===== config.mk =====
export PLATFORM = sky130hd
export DESIGN_NAME = ccff_chain_loader
export DESIGN_NICKNAME = d
export VERILOG_FILES = /design/src/rtl/ccff_chain_loader.sv
export SDC_FILE = /design/constraint.sdc
export NUM_CORES = 1
export LEC_CHECK = 0
export ABC_AREA = 0
export ABC_CLOCK_PERIOD_IN_PS = 2100
export BUFFER_PORTS_ARGS = -buffer_cell sky130_fd_sc_hd__buf_2
export CORE_UTILIZATION = 58
export CTS_CLUSTER_DIAMETER = 30
export CTS_CLUSTER_SIZE = 20
export DETAILED_ROUTE_END_ITERATION = 16
export PLACE_DENSITY = 0.75
export SKIP_LAST_GASP = 1
export SLEW_MARGIN = 5
export SYNTH_ARGS = -nofsm -noshare
export SYNTH_HDL_FRONTEND = slang
export SYNTH_SLANG_ARGS = --single-unit

===== constraint.sdc =====
create_clock -name prog_clk_i -period 2.1 [get_ports prog_clk_i]
set_input_delay 0.315 -clock prog_clk_i [delete_from_list [all_inputs] [get_ports prog_clk_i]]
set_output_delay 0.315 -clock prog_clk_i [all_outputs]
set_load 0.05 [all_outputs]

===== src/rtl/ccff_chain_loader.sv =====
// Serialises configuration words into a connection block's ccff flip-flop chain,
// optionally checking the ones-count shifted out of the tail against the previous load.
module ccff_chain_loader #(
  parameter int CHAIN_LEN = 36,
  parameter int WORD_W    = 8,
  parameter int CNT_W     = 6
) (
  input  logic              prog_clk_i,
  input  logic              pReset_i,
  input  logic              start_i,
  input  logic              verify_en_i,
  input  logic [WORD_W-1:0] cfg_data_i,
  input  logic              cfg_valid_i,
  output logic              cfg_ready_o,
  output logic              ccff_head_o,
  output logic              ccff_shift_en_o,
  input  logic              ccff_tail_i,
  output logic              busy_o,
  output logic              done_o,
  output logic              verify_err_o
);

  // state   | meaning
  // S_IDLE  | waiting for start
  // S_LOAD  | cfg_ready high, waiting for a word
  // S_SHIFT | one chain bit per cycle, nbits_q left in this word
  // S_DONE  | one-cycle done pulse, tail check resolved on exit
  typedef enum logic [1:0] {
    S_IDLE  = 2'd0,
    S_LOAD  = 2'd1,
    S_SHIFT = 2'd2,
    S_DONE  = 2'd3
  } state_t;

  localparam logic [CNT_W-1:0] LEN_C  = CNT_W'(CHAIN_LEN);
  localparam logic [CNT_W-1:0] LAST_C = CNT_W'(CHAIN_LEN - 1);
  localparam logic [CNT_W-1:0] WORD_C = CNT_W'(WORD_W);
  localparam logic [CNT_W-1:0] ONE_C  = CNT_W'(1);

  state_t              state_q;
  logic [WORD_W-1:0]   sreg_q;
  logic [CNT_W-1:0]    bit_cnt_q;
  logic [CNT_W-1:0]    nbits_q;
  logic [CNT_W-1:0]    in_ones_q;
  logic [CNT_W-1:0]    tail_ones_q;
  logic [CNT_W-1:0]    prev_ones_q;
  logic                prev_valid_q;
  logic                verify_q;
  logic                cfg_ready_q;
  logic                shift_en_q;
  logic                head_q;
  logic                busy_q;
  logic                done_q;
  logic                verify_err_q;

  logic [CNT_W-1:0]    rem_bits;
  logic [CNT_W-1:0]    nbits_d;

  // The last word of a load may only partly fit; its upper bits never reach the chain.
  always_comb begin
    rem_bits = LEN_C - bit_cnt_q;
    nbits_d  = (rem_bits < WORD_C) ? rem_bits : WORD_C;
  end

  always_ff @(posedge prog_clk_i) begin
    if (pReset_i) begin
      state_q      <= S_IDLE;
      sreg_q       <= '0;
      bit_cnt_q    <= '0;
      nbits_q      <= '0;
      in_ones_q    <= '0;
      tail_ones_q  <= '0;
      prev_ones_q  <= '0;
      prev_valid_q <= 1'b0;
      verify_q     <= 1'b0;
      cfg_ready_q  <= 1'b0;
      shift_en_q   <= 1'b0;
      head_q       <= 1'b0;
      busy_q       <= 1'b0;
      done_q       <= 1'b0;
      verify_err_q <= 1'b0;
    end else begin
      done_q <= 1'b0;
      case (state_q)
        S_IDLE: begin
          if (start_i) begin
            state_q      <= S_LOAD;
            verify_q     <= verify_en_i;
            bit_cnt_q    <= '0;
            in_ones_q    <= '0;
            tail_ones_q  <= '0;
            verify_err_q <= 1'b0;
            busy_q       <= 1'b1;
            cfg_ready_q  <= 1'b1;
          end
        end
        S_LOAD: begin
          if (cfg_valid_i) begin
            sreg_q      <= cfg_data_i;
            nbits_q     <= nbits_d;
            head_q      <= cfg_data_i[0];
            shift_en_q  <= 1'b1;
            cfg_ready_q <= 1'b0;
            state_q     <= S_SHIFT;
          end
        end
        S_SHIFT: begin
          sreg_q      <= sreg_q >> 1;
          head_q      <= sreg_q[1];
          bit_cnt_q   <= bit_cnt_q + ONE_C;
          nbits_q     <= nbits_q - ONE_C;
          in_ones_q   <= in_ones_q + {{(CNT_W-1){1'b0}}, sreg_q[0]};
          tail_ones_q <= tail_ones_q + {{(CNT_W-1){1'b0}}, ccff_tail_i};
          if (nbits_q == ONE_C) begin
            shift_en_q <= 1'b0;
            head_q     <= 1'b0;
            if (bit_cnt_q == LAST_C) begin
              state_q <= S_DONE;
              done_q  <= 1'b1;
            end else begin
              state_q     <= S_LOAD;
              cfg_ready_q <= 1'b1;
            end
          end
        end
        S_DONE: begin
          if (verify_q && prev_valid_q) begin
            verify_err_q <= (tail_ones_q != prev_ones_q);
          end
          prev_ones_q  <= in_ones_q;
          prev_valid_q <= 1'b1;
          busy_q       <= 1'b0;
          state_q      <= S_IDLE;
        end
        default: state_q <= S_IDLE;
      endcase
    end
  end

  assign cfg_ready_o     = cfg_ready_q;
  assign ccff_head_o     = head_q;
  assign ccff_shift_en_o = shift_en_q;
  assign busy_o          = busy_q;
  assign done_o          = done_q;
  assign verify_err_o    = verify_err_q;

endmodule


# --- Yosys cells after proc, flatten, opt, wreduce, memory -nomap -nowiden ---
# Cells that the tools add are included.
word_totals:
  reg_bits: 48
  latch_bits: 0
  ramBits: 0
  output_inout_bits: 6
  romBits: 0
  input_bits: 14
  memories: 0
  elab_cells: 79
classes:
  mux: 30
  mul: 0
  reduce_logical: 15
  shift: 0
  n_eq_ne: 11
  n_div: 0
  magnitude_cmp: 1
  bitwise: 2
  addsub: 5
ops:
  columns: ["op", "count"]
  rows:
  - ["case mux 6 bit (2 select lines)", 4]
  - ["2-to-1 mux 6 bit", 3]
  - ["case mux 8 bit (2 select lines)", 1]
  - ["adder 6 x 1 -> 6 bit", 2]
  - ["2-to-1 mux 1 bit", 11]
  - ["!= test 2 bit, second input constant", 5]
  - ["AND reduction 3 bit", 3]
  - ["2-to-1 mux 2 bit", 4]
  - ["2-to-1 mux 8 bit", 1]
  - ["case mux 1 bit (2 select lines)", 4]
  - ["case mux 2 bit (4 select lines)", 1]
  - ["AND reduction 2 bit", 4]
  - ["adder 6 x 1 -> 6 bit, second input constant", 1]
  - ["equality test 6 x 1 -> 1 bit, second input constant", 1]
  - ["equality test 6 bit, second input constant", 1]
  - ["less-than comparator 6 x 4 -> 1 bit, second input constant", 1]
  - ["!= test 6 bit", 1]
  - ["nonzero test 2 bit", 3]
  - ["subtractor 6 x 1 -> 6 bit, second input constant", 1]
  - ["subtractor 6 bit, first input constant", 1]
  - ["AND reduction 5 bit", 1]
  - ["equality test 2 bit, second input constant", 2]
  - ["case mux 1 bit (3 select lines)", 1]
  - ["nonzero test 3 bit", 1]
  - ["5 further kinds", 6]

# --- Longest topological paths before layout ---
# Gate-level depths: netlist of the first run.
depth:
  ltp_word: 5
  mapped_depth: 6
  mapped_depth_nobuf: 6

# --- Least setup slack after synthesis of the first run ---
# Ideal clock, no wire load.
synth_timing:
  path_kind: "reg-to-reg"
  start: "reg bit_cnt_q[0]"
  end: "reg nbits_q[0]"
  setup_ps: 101
  t_arrival_ps: 1595
  period_less_slack_ps: 1696
  stages_incl_launch_ff: 7
  path_buffers: 0
  setup_slack_ps: 404
  required_ps: 1999
  cell_sequence: "dfxtp_1 > inv_1 > ha_1 > or4_1 > a211oi_1 > nor2_1 > o41ai_1"
synth_between:
  elab_chain_cells: 5
synth_lines:
  columns: ["element", "line_no", "text"]
  rows:
  - ["start, declared", "42", "logic [CNT_W-1:0] bit_cnt_q;"]
  - ["start signal, assigned", "110", "bit_cnt_q <= bit_cnt_q + ONE_C;"]
  - ["subtractor 6 bit *", "61", "rem_bits = LEN_C - bit_cnt_q;"]
  - ["less-than comparator 6 x 4 -> 1 bit", "62", "nbits_d = (rem_bits < WORD_C) ? rem_bits : WORD_C;"]
  - ["2-to-1 mux 6 bit *", "62", null]
  - ["2-to-1 mux 6 bit *", "98", "if (cfg_valid_i) begin"]
  - ["case mux 6 bit (2 select lines) *", "84", "case (state_q)"]
  - ["end signal, assigned", "100", "nbits_q <= nbits_d;"]
  - ["end signal, assigned", "111", "nbits_q <= nbits_q - ONE_C;"]
  - ["end, declared", "43", "logic [CNT_W-1:0] nbits_q;"]
# Every way passes the cells marked *; elsewhere a longest branch is shown, timed or not. The select of a mux whose other input is x is not followed.
# A chain may end at the register's enable or synchronous reset.

# --- Worst setup path after layout of the first run ---
# Ends and elaborated chain as after synthesis.

==> flow_metrics.env, run 1 <==
export IMPL_layout_nets=311
export IMPL_crit_chain="inv_1, ha_1, or4_1, a211oi_1, nor2_1, o41ai_1"
export IMPL_synth_top_cells_by_area="dfxtp_1, nand2_1, nor2_1, a21oi_1, ha_1"
export IMPL_synth_top_family_by_area="simple AND/OR/NAND/NOR gates"
export IMPL_leakagePower_nw=0.930
export IMPL_ys_flop_type="dfxtp_1"
export IMPL_clock_path_buffers=2
export IMPL_core_area_sq_um=3690
export IMPL_synthSimpleGateAreaFrac_pct=23.3
export IMPL_cp_arrival_ps=2140
export IMPL_dieArea_sq_um=4110
export IMPL_fin_crit_sh_pct=92.9
export IMPL_insertedDiodeCount=0
export IMPL_cts_num_sinks=48
export IMPL_grtUsageMet1_pct=33.1
export IMPL_cts_setup_buffers=0
export IMPL_muxShareOfSynthArea_pct=0.504
export IMPL_ios=20
export IMPL_yosys_area_top_type="dfxtp_1"
export IMPL_cp_slowest_cell="dfxtp_1"
export IMPL_report_final_slew_viol_count=0
export IMPL_syn_nets=295
export IMPL_layout_min_cycle_time_ps=1950
export IMPL_fp_dieW_um=64.1
export IMPL_globalRouteMet2Util_pct=39.5
export IMPL_power_per_cell_area_nw_per_um2=772
export IMPL_final_common_cell="dfxtp_1"
export IMPL_numCtsBuffers=5
export IMPL_critPathKind="reg2reg"
export IMPL_startpoint="bit_cnt_q[0]$_SDFFE_PP0P_"
export IMPL_synth_distinct_cells=43
export IMPL_hold_viol_final=0
export IMPL_synth_seq_cells=48
export IMPL_dr_total_vias=1932
export IMPL_clkSlewWorstSetupHoldPaths_ps=80
export IMPL_num_rows=22
export IMPL_die_height_um=64.1
export IMPL_synth_area_sq_um=2240
export IMPL_gr_total_overflow=0
export IMPL_synth_warnings=0
export IMPL_max_freq_ghz=0.513
export IMPL_fin_area_sq_um=2490
export IMPL_syn_avg_cell_area_sq_um=8.19
export IMPL_grt_use_met3_pct=5.00
export IMPL_hold_class="in2reg"
export IMPL_ir_worst_vdd_mv=0.512
export IMPL_maxCapViolCount=0
export IMPL_clock_root_buffer="clkbuf_8"
export IMPL_synth_edf_count=0
export IMPL_cp_data_required_time_ps=2290
export IMPL_htreeDepth=2
export IMPL_finalSetupViolCount=0
export IMPL_run_status="finished, final reports clean"
export IMPL_postPlaceCellArea_sq_um=2360
export IMPL_drtAntennaViolNets=0
export IMPL_grt_busiest_layer="met2"
export IMPL_slew_headroom_pct=58.8
export IMPL_drc=0
export IMPL_async_flop_share_pct=0
export IMPL_r2r_start="bit_cnt_q[0]$_SDFFE_PP0P_"
export IMPL_max_slew_worst_pin_slew_ps=614
export IMPL_grt_pass1_vias=1795
export IMPL_dr_pass1_iters=4
export IMPL_cts_tree="yes"
export IMPL_ctsHoldBuffers=0
export IMPL_wl_um=4710
export IMPL_start_util_pct=60.6
export IMPL_detailedRoute_firstIterationViolations=149
export IMPL_dp_hpwl_um=3180
export IMPL_postSynthCellCount=273
export IMPL_min_from="pReset_i"
export IMPL_synthXorXnorAreaFrac_pct=6.27
export IMPL_setup_tns_ps=0
export IMPL_total_power_mw=1.92
export IMPL_via_per_inst=5.72
export IMPL_clock_skew_ps=4.46
export IMPL_cp_max_fo=7
export IMPL_timing_hold_ws_ps=209
export IMPL_critPathCaptureType="flop"
export IMPL_drive_gt1_share_pct=12.8
export IMPL_rsz0062_at_grt="no"
export IMPL_crit_path_start_kind="flop"
export IMPL_layout_common_cells="dfxtp_1, nand2_1, nor2_1, a21oi_1, buf_2"
export IMPL_antenna_found_initial=0
export IMPL_io_buffers=19
export IMPL_grt_start_max_net_pins=37
export IMPL_routedWlPerCell_um=13.9
export IMPL_synth_top_area_share_pct=43.0
export IMPL_track_usage_pct=25.4
export IMPL_synth_compound_area_share_pct=18.2
export IMPL_grt_pass1_wl_um=8050
export IMPL_synth_fa_ha_area_share_pct=4.48
export IMPL_cts_resized_gates=0
export IMPL_synth_yosys_seq_area_share_pct=43.0
export IMPL_cp_slowest_stage_delay_ps=420
export IMPL_gp_congestion=0.806
export IMPL_clock_latency_ps=310
export IMPL_areaGrowthSynthToFinish_pct=11.4
[per-stage QoR]
step | utilization, % | instances | worst slack, ps
final | 67.5 | 338 | 150
after global routing | 67.5 | 338 | 11.7
after CTS | 67.5 | 338 | 148
after detailed placement | 64.1 | 330 | 174
after global placement | 64.1 | 330 | 327
after floorplan | - | 273 | 404
[cell usage after synthesis (2+ instances only)]
| cell | instances |
|---|---|
| and2_1 | 2 |
| nand2_1 | 45 |
| buf_4 | 2 |
| a31oi_1 | 2 |
| xor2_1 | 7 |
| inv_1 | 8 |
| a22oi_1 | 6 |
| nand4_1 | 4 |
| nand2b_1 | 4 |
| a21oi_1 | 23 |
| dfxtp_1 | 48 |
| ha_1 | 8 |
| nor2_1 | 32 |
| nor3_1 | 5 |
| clkbuf_1 | 12 |
| o21ai_0 | 10 |
| a211oi_1 | 2 |
| a311oi_1 | 10 |
| nand3_1 | 7 |
| xnor2_1 | 9 |
| nor4_1 | 5 |
[final timing paths]
path | to | slack [ps] | depth (start not counted)
worst max register to register | nbits_q[0]$_SDFFE_PP0P_ | 150 | 6
worst min register to register | prev_ones_q[5]$_SDFFE_PP0P_ | 470 | 2
worst max-delay path | nbits_q[0]$_SDFFE_PP0P_ | 150 | 6
worst min-delay path | nbits_q[5]$_SDFFE_PP0P_ | 210 | 2
[logic make-up (layout without fill, tap and decap cells)]
logic type | after synthesis | after routing
multiplexers | 1 | 1
XOR/XNOR | 16 | 16
AO/OA/AOI/OAI | 63 | 63
buffers and inverters | 23 | 40
adder cells (fa/ha/maj) | 8 | 8
AND/OR/NAND/NOR | 114 | 114
flip-flops | 48 | 48
[power by group]
group	internal, mW	total [mW]	leakage (nW)	switching, mW
clock network	0.420	0.728	0.0645	0.308
registers	0.944	0.975	0.389	0.0309
logic	0.0804	0.220	0.476	0.139
total	1.44	1.92	0.930	0.478
[worst max-delay path: cells and delay by family, from the launching register on]
kind,cells,cell delay (ps)
AO/OA/AOI/OAI,2,560
buffers and inverters,1,100
AND/OR/NAND/NOR,2,520
flip-flops,1,420
adder cells (fa/ha/maj),1,230
[layout make-up]
cell class | count | area (sq um)
fillers | 327 | 1200
multi-input cells | 202 | 1180
flip-flops and latches | 48 | 961
repair buffers | 24 | 133
clock buffers | 7 | 96.3
well taps | 48 | 60.1
clock inverters | 1 | 30.0
inverters | 8 | 30.0
[per-layer routing]
metal	part of all wire, %	vias to the layer above
met4	2.0	0
met5	0	-
met2	44	46
met3	5.7	9
li1	-	985
met1	48	892
[state kept, by name, summed over array words and instances (netlist names)]
name / count
sreg_q: 8
bit_cnt_q: 6
in_ones_q: 6
nbits_q: 6
prev_ones_q: 6
tail_ones_q: 6
state_q: 2
busy_o: 1
ccff_head_o: 1
ccff_shift_en_o: 1
cfg_ready_o: 1
done_o: 1
prev_valid_q: 1
verify_err_o: 1
verify_q: 1
Power figures use the tool's default switching activity.
==> inputs of run 2 (changes only) <==
Settings changed: CORE_ASPECT_RATIO set to 1.5.
==> flow_metrics.env, run 2 (synthesis results as in run 1) <==
export IMPL_run_status="finished, final reports clean"
export IMPL_cp_arrival_ps=2090
export IMPL_detailedRoute_firstIterationViolations=69
export IMPL_crit_path_start_kind="flop"
export IMPL_layout_nets=311
export IMPL_clock_latency_ps=300
export IMPL_cts_resized_gates=0
export IMPL_ctsHoldBuffers=0
export IMPL_drtAntennaViolNets=0
export IMPL_layout_min_cycle_time_ps=1880
export IMPL_wl_met2_um=2530
export IMPL_dieArea_sq_um=4110
export IMPL_drive_gt1_share_pct=12.8
export IMPL_top_layer="met4"
export IMPL_fp_dieW_um=52.7
export IMPL_dp_hpwl_um=3250
export IMPL_whs_path_depth=3
export IMPL_numCtsBuffers=5
export IMPL_grt_pass1_wl_um=7930
export IMPL_hold_viol_final=0
export IMPL_place_inst=325
export IMPL_cts_setup_buffers=0
export IMPL_htreeDepth=2
export IMPL_fin_crit_sh_pct=89.5
export IMPL_gp_congestion=0.836
export IMPL_drc=0
export IMPL_max_slew_worst_pin_slew_ps=582
export IMPL_routed_wl_met3_um=111
export IMPL_routedWlPerCell_um=14.3
export IMPL_grt_pass1_vias=1885
export IMPL_cts_tree="yes"
export IMPL_reg2reg_depth=6
export IMPL_num_rows=27
export IMPL_finalSetupViolCount=0
export IMPL_critPathCaptureType="flop"
export IMPL_clkSlewWorstSetupHoldPaths_ps=90
export IMPL_setup_tns_ps=0
export IMPL_final_common_cell="dfxtp_1"
export IMPL_maxCapViolCount=0
export IMPL_final_cells=333
export IMPL_critPathKind="reg2reg"
export IMPL_track_usage_pct=25.9
export IMPL_ios=20
export IMPL_hold_class="in2reg"
export IMPL_cp_max_fo=7
export IMPL_clock_root_buffer="clkbuf_8"
export IMPL_insertedDiodeCount=0
export IMPL_ir_worst_vdd_mv=0.581
export IMPL_areaGrowthSynthToFinish_pct=9.57
export IMPL_layout_common_cells="dfxtp_1, nand2_1, nor2_1, a21oi_1, buf_2"
export IMPL_core_area_sq_um=3680
export IMPL_wl_um=4760
export IMPL_rsz0062_at_grt="no"
export IMPL_io_buffers=19
export IMPL_wl_met1_um=2030
export IMPL_slew_headroom_pct=60.9
export IMPL_leakagePower_nw=0.916
export IMPL_max_freq_ghz=0.532
export IMPL_die_height_um=78.0
export IMPL_via_per_inst=5.77
export IMPL_dr_total_vias=1921
export IMPL_grt_start_max_net_pins=31
export IMPL_largest_reg_flops=8
export IMPL_dr_pass1_iters=4
export IMPL_gr_total_overflow=0
export IMPL_antenna_found_initial=0
export IMPL_top_register="sreg_q"
export IMPL_clock_skew_ps=5.38
export IMPL_clock_path_buffers=2
export IMPL_power_per_cell_area_nw_per_um2=715
export IMPL_cp_data_required_time_ps=2310
export IMPL_cts_num_sinks=48
export IMPL_start_util_pct=60.7
export IMPL_report_final_slew_viol_count=0
==> run 2: changes by cell type in the layout (fill, tap and decap cells not counted) <==
| cell | previous run | this run |
|---|---|---|
| bufinv_16 | 1 | 0 |
| clkbuf_8 | 7 | 6 |
| clkinv_2 | 0 | 2 |
==> run 2: cell type report <==
class                      count  area, sq um
fill                         341         1230
inverter                       8         30.0
sequential                    48          961
clock buffer                   6         82.6
clock inverter                 2         10.0
timing repair buffer          24          133
multi-input combinational    202         1180
tap                           43         53.8
==> run 2: through the flow <==
step | cell area, sq um | worst slack (ps) | util, % | hold slack, ps | total power [mW]
4_1_cts | 2450 | 213 | 66.5 | 241 | 1.77
2_1_floorplan | 2240 | 404 | - | 444 | 1.15
3_3_place_gp | 2360 | 314 | 64.0 | 456 | 1.21
6_report | 2450 | 220 | 66.5 | 246 | 1.75
5_1_grt | 2450 | 72.7 | 66.5 | 268 | 1.83
3_5_place_dp | 2360 | 231 | 64.0 | 460 | 1.21
==> run 2: path summary, 6_finish.rpt <==
path                                                   from  slack, ps                           to
worst max-delay path              bit_cnt_q[0]$_SDFFE_PP0P_        220      nbits_q[0]$_SDFFE_PP0P_
worst max register to register    bit_cnt_q[0]$_SDFFE_PP0P_        220      nbits_q[0]$_SDFFE_PP0P_
worst min register to register  prev_ones_q[5]$_SDFFE_PP0P_        470  prev_ones_q[5]$_SDFFE_PP0P_
worst min-delay path                            verify_en_i        250        verify_q$_SDFFE_PP0P_
==> run 2: power by group <==
group	internal, mW	switching [mW]
clock	0.263	0.296
combinational	0.0802	0.137
sequential	0.944	0.0313
==> run 2: worst max-delay path, stage by stage (launching register included) <==
cell and delay (ps):
dfxtp_1 420, inv_1 110, ha_1 240, or4_1 400, a211oi_1 270, nor2_1 120, o41ai_1 220
==> run 2: per-layer routing <==
metal  track usage, %  up-vias
li1                 -      988
met3             5.23        7
met5                0        -
met1             26.6      903
met2             48.5       23
met4             10.3        0
==> inputs of run 3 (changes only) <==
==> constraint.sdc (replaced) <==
create_clock -name prog_clk_i -period 2.1 [get_ports prog_clk_i]
set_input_delay 0.105 -clock prog_clk_i [delete_from_list [all_inputs] [get_ports prog_clk_i]]
set_output_delay 0.105 -clock prog_clk_i [all_outputs]
set_load 0.05 [all_outputs]
==> flow_metrics.env, run 3 (synthesis results as in run 1) <==
export IMPL_timing_hold_ws_ps=46.3
export IMPL_layout_common_cells="dfxtp_1, nand2_1, nor2_1, a21oi_1, buf_2"
export IMPL_gr_total_overflow=0
export IMPL_cp_slowest_cell="dfxtp_1"
export IMPL_gp_congestion=0.853
export IMPL_drc=0
export IMPL_routedWlPerCell_um=14.3
export IMPL_max_slew_worst_pin_slew_ps=561
export IMPL_clock_latency_ps=290
export IMPL_hold_class="in2reg"
export IMPL_crit_path_start_kind="flop"
export IMPL_core_area_sq_um=3680
export IMPL_critPathCaptureType="flop"
export IMPL_ctsHoldBuffers=0
export IMPL_clock_root_buffer="clkbuf_8"
export IMPL_num_rows=27
export IMPL_finalSetupViolCount=0
export IMPL_power_internal_mw=1.30
export IMPL_drive_gt1_share_pct=12.7
export IMPL_largest_reg_flops=8
export IMPL_cp_arrival_ps=2060
export IMPL_cts_resized_gates=0
export IMPL_top_register="sreg_q"
export IMPL_fp_dieW_um=52.7
export IMPL_maxCapViolCount=0
export IMPL_hold_viol_final=0
export IMPL_areaGrowthSynthToFinish_pct=10.1
export IMPL_grt_pass1_wl_um=8210
export IMPL_leakagePower_nw=0.921
export IMPL_fin_crit_sh_pct=88.2
export IMPL_report_final_slew_viol_count=0
export IMPL_final_common_cell="dfxtp_1"
export IMPL_cp_max_fo=7
export IMPL_die_height_um=78.0
export IMPL_via_per_inst=5.76
export IMPL_combPwrFrac_pct=12.7
export IMPL_detailedRoute_firstIterationViolations=38
export IMPL_dr_total_vias=1931
export IMPL_post_place_ws_ps=237
export IMPL_layout_min_cycle_time_ps=1850
export IMPL_grt_start_max_net_pins=29
export IMPL_drtAntennaViolNets=0
export IMPL_total_power_mw=1.75
export IMPL_clock_skew_ps=8.00
export IMPL_start_util_pct=60.7
export IMPL_fillers=335
export IMPL_run_status="finished, final reports clean"
export IMPL_power_per_cell_area_nw_per_um2=710
export IMPL_cp_slowest_stage_delay_ps=410
export IMPL_wl_um=4780
export IMPL_cts_setup_buffers=0
export IMPL_insertedDiodeCount=0
export IMPL_io_buffers=19
export IMPL_clock_path_buffers=2
export IMPL_max_freq_ghz=0.540
export IMPL_track_usage_pct=26.3
export IMPL_utilization_pct=66.9
export IMPL_cts_tree="yes"
export IMPL_ios=20
export IMPL_htreeDepth=2
export IMPL_multi_input_area_sq_um=1180
export IMPL_ir_worst_vdd_mv=0.610
export IMPL_regArea_sq_um=961
export IMPL_clock_power_share_pct=31.6
export IMPL_layout_nets=313
export IMPL_dr_pass1_iters=4
export IMPL_rsz0062_at_grt="no"
export IMPL_dieArea_sq_um=4110
export IMPL_swShare_pct=25.9
export IMPL_clkSlewWorstSetupHoldPaths_ps=80
export IMPL_cts_num_sinks=48
export IMPL_cp_data_required_time_ps=2300
export IMPL_numCtsBuffers=5
export IMPL_crit_chain="inv_1, ha_1, or4_1, a211oi_1, nor2_1, o41ai_1"
export IMPL_setup_tns_ps=0
export IMPL_power_frac_seq_pct=55.7
export IMPL_grt_pass1_vias=1907
export IMPL_dp_hpwl_um=3400
export IMPL_crit_family="simple AND/OR/NAND/NOR gates"
export IMPL_critPathKind="reg2reg"
export IMPL_antenna_found_initial=0
export IMPL_slew_headroom_pct=62.3
export IMPL_worst_path_buf_inv=1
export IMPL_power_switching_mw=0.454
export IMPL_setup_slack_ps=248
[run 3: changes by cell type in the layout (fill, tap and decap cells not counted), sizes merged]
cell,change
clkbuf,+2
buf,+2
clkinv,-2
[run 3: worst min-delay path: stages]
cell and delay, ps:
buf_2 100, nand2_1 50, a21oi_1 50
[run 3: layer usage]
layer	vias up	global-route usage, %	wire, um
met1	905	28.4	2020
met5	-	0	0
met2	27	48.9	2550
met4	0	10.0	109
li1	991	-	-
met3	8	3.88	105
[run 3: worst paths after layout]
| kind | startpoint | to | slack, ps | cells past startpoint |
|---|---|---|---|---|
| setup / recovery | bit_cnt_q[0]$_SDFFE_PP0P_ | nbits_q[0]$_SDFFE_PP0P_ | 250 | 6 |
| hold / removal | cfg_data_i[7] | sreg_q[7]$_SDFFE_PP0P_ | 50 | 3 |
| setup reg to reg | bit_cnt_q[0]$_SDFFE_PP0P_ | nbits_q[0]$_SDFFE_PP0P_ | 250 | 6 |
| hold reg to reg | prev_ones_q[1]$_SDFFE_PP0P_ | prev_ones_q[1]$_SDFFE_PP0P_ | 470 | 2 |
[run 3: stage by stage]
stage,area (sq um),cells
after floorplan,2240,273
after global placement,2370,327
after detailed placement,2370,327
after CTS,2460,335
after global routing,2460,335
final,2460,335
[run 3: cell type report]
type | count | area share, %
tap | 43 | 2.18
multi-input combinational | 202 | 47.9
timing repair buffer | 26 | 6.00
inverter | 8 | 1.22
clock buffer | 8 | 3.66
sequential | 48 | 39.0
[run 3: power by group through the flow]
stage	registers, mW	clock network [mW]	logic [mW]
6_report	0.975	0.553	0.221
5_1_grt	0.981	0.604	0.247
4_1_cts	0.975	0.569	0.222
3_5_place_dp	0.996	0	0.221
3_3_place_gp	0.995	0	0.219
2_1_floorplan	1.01	0	0.142
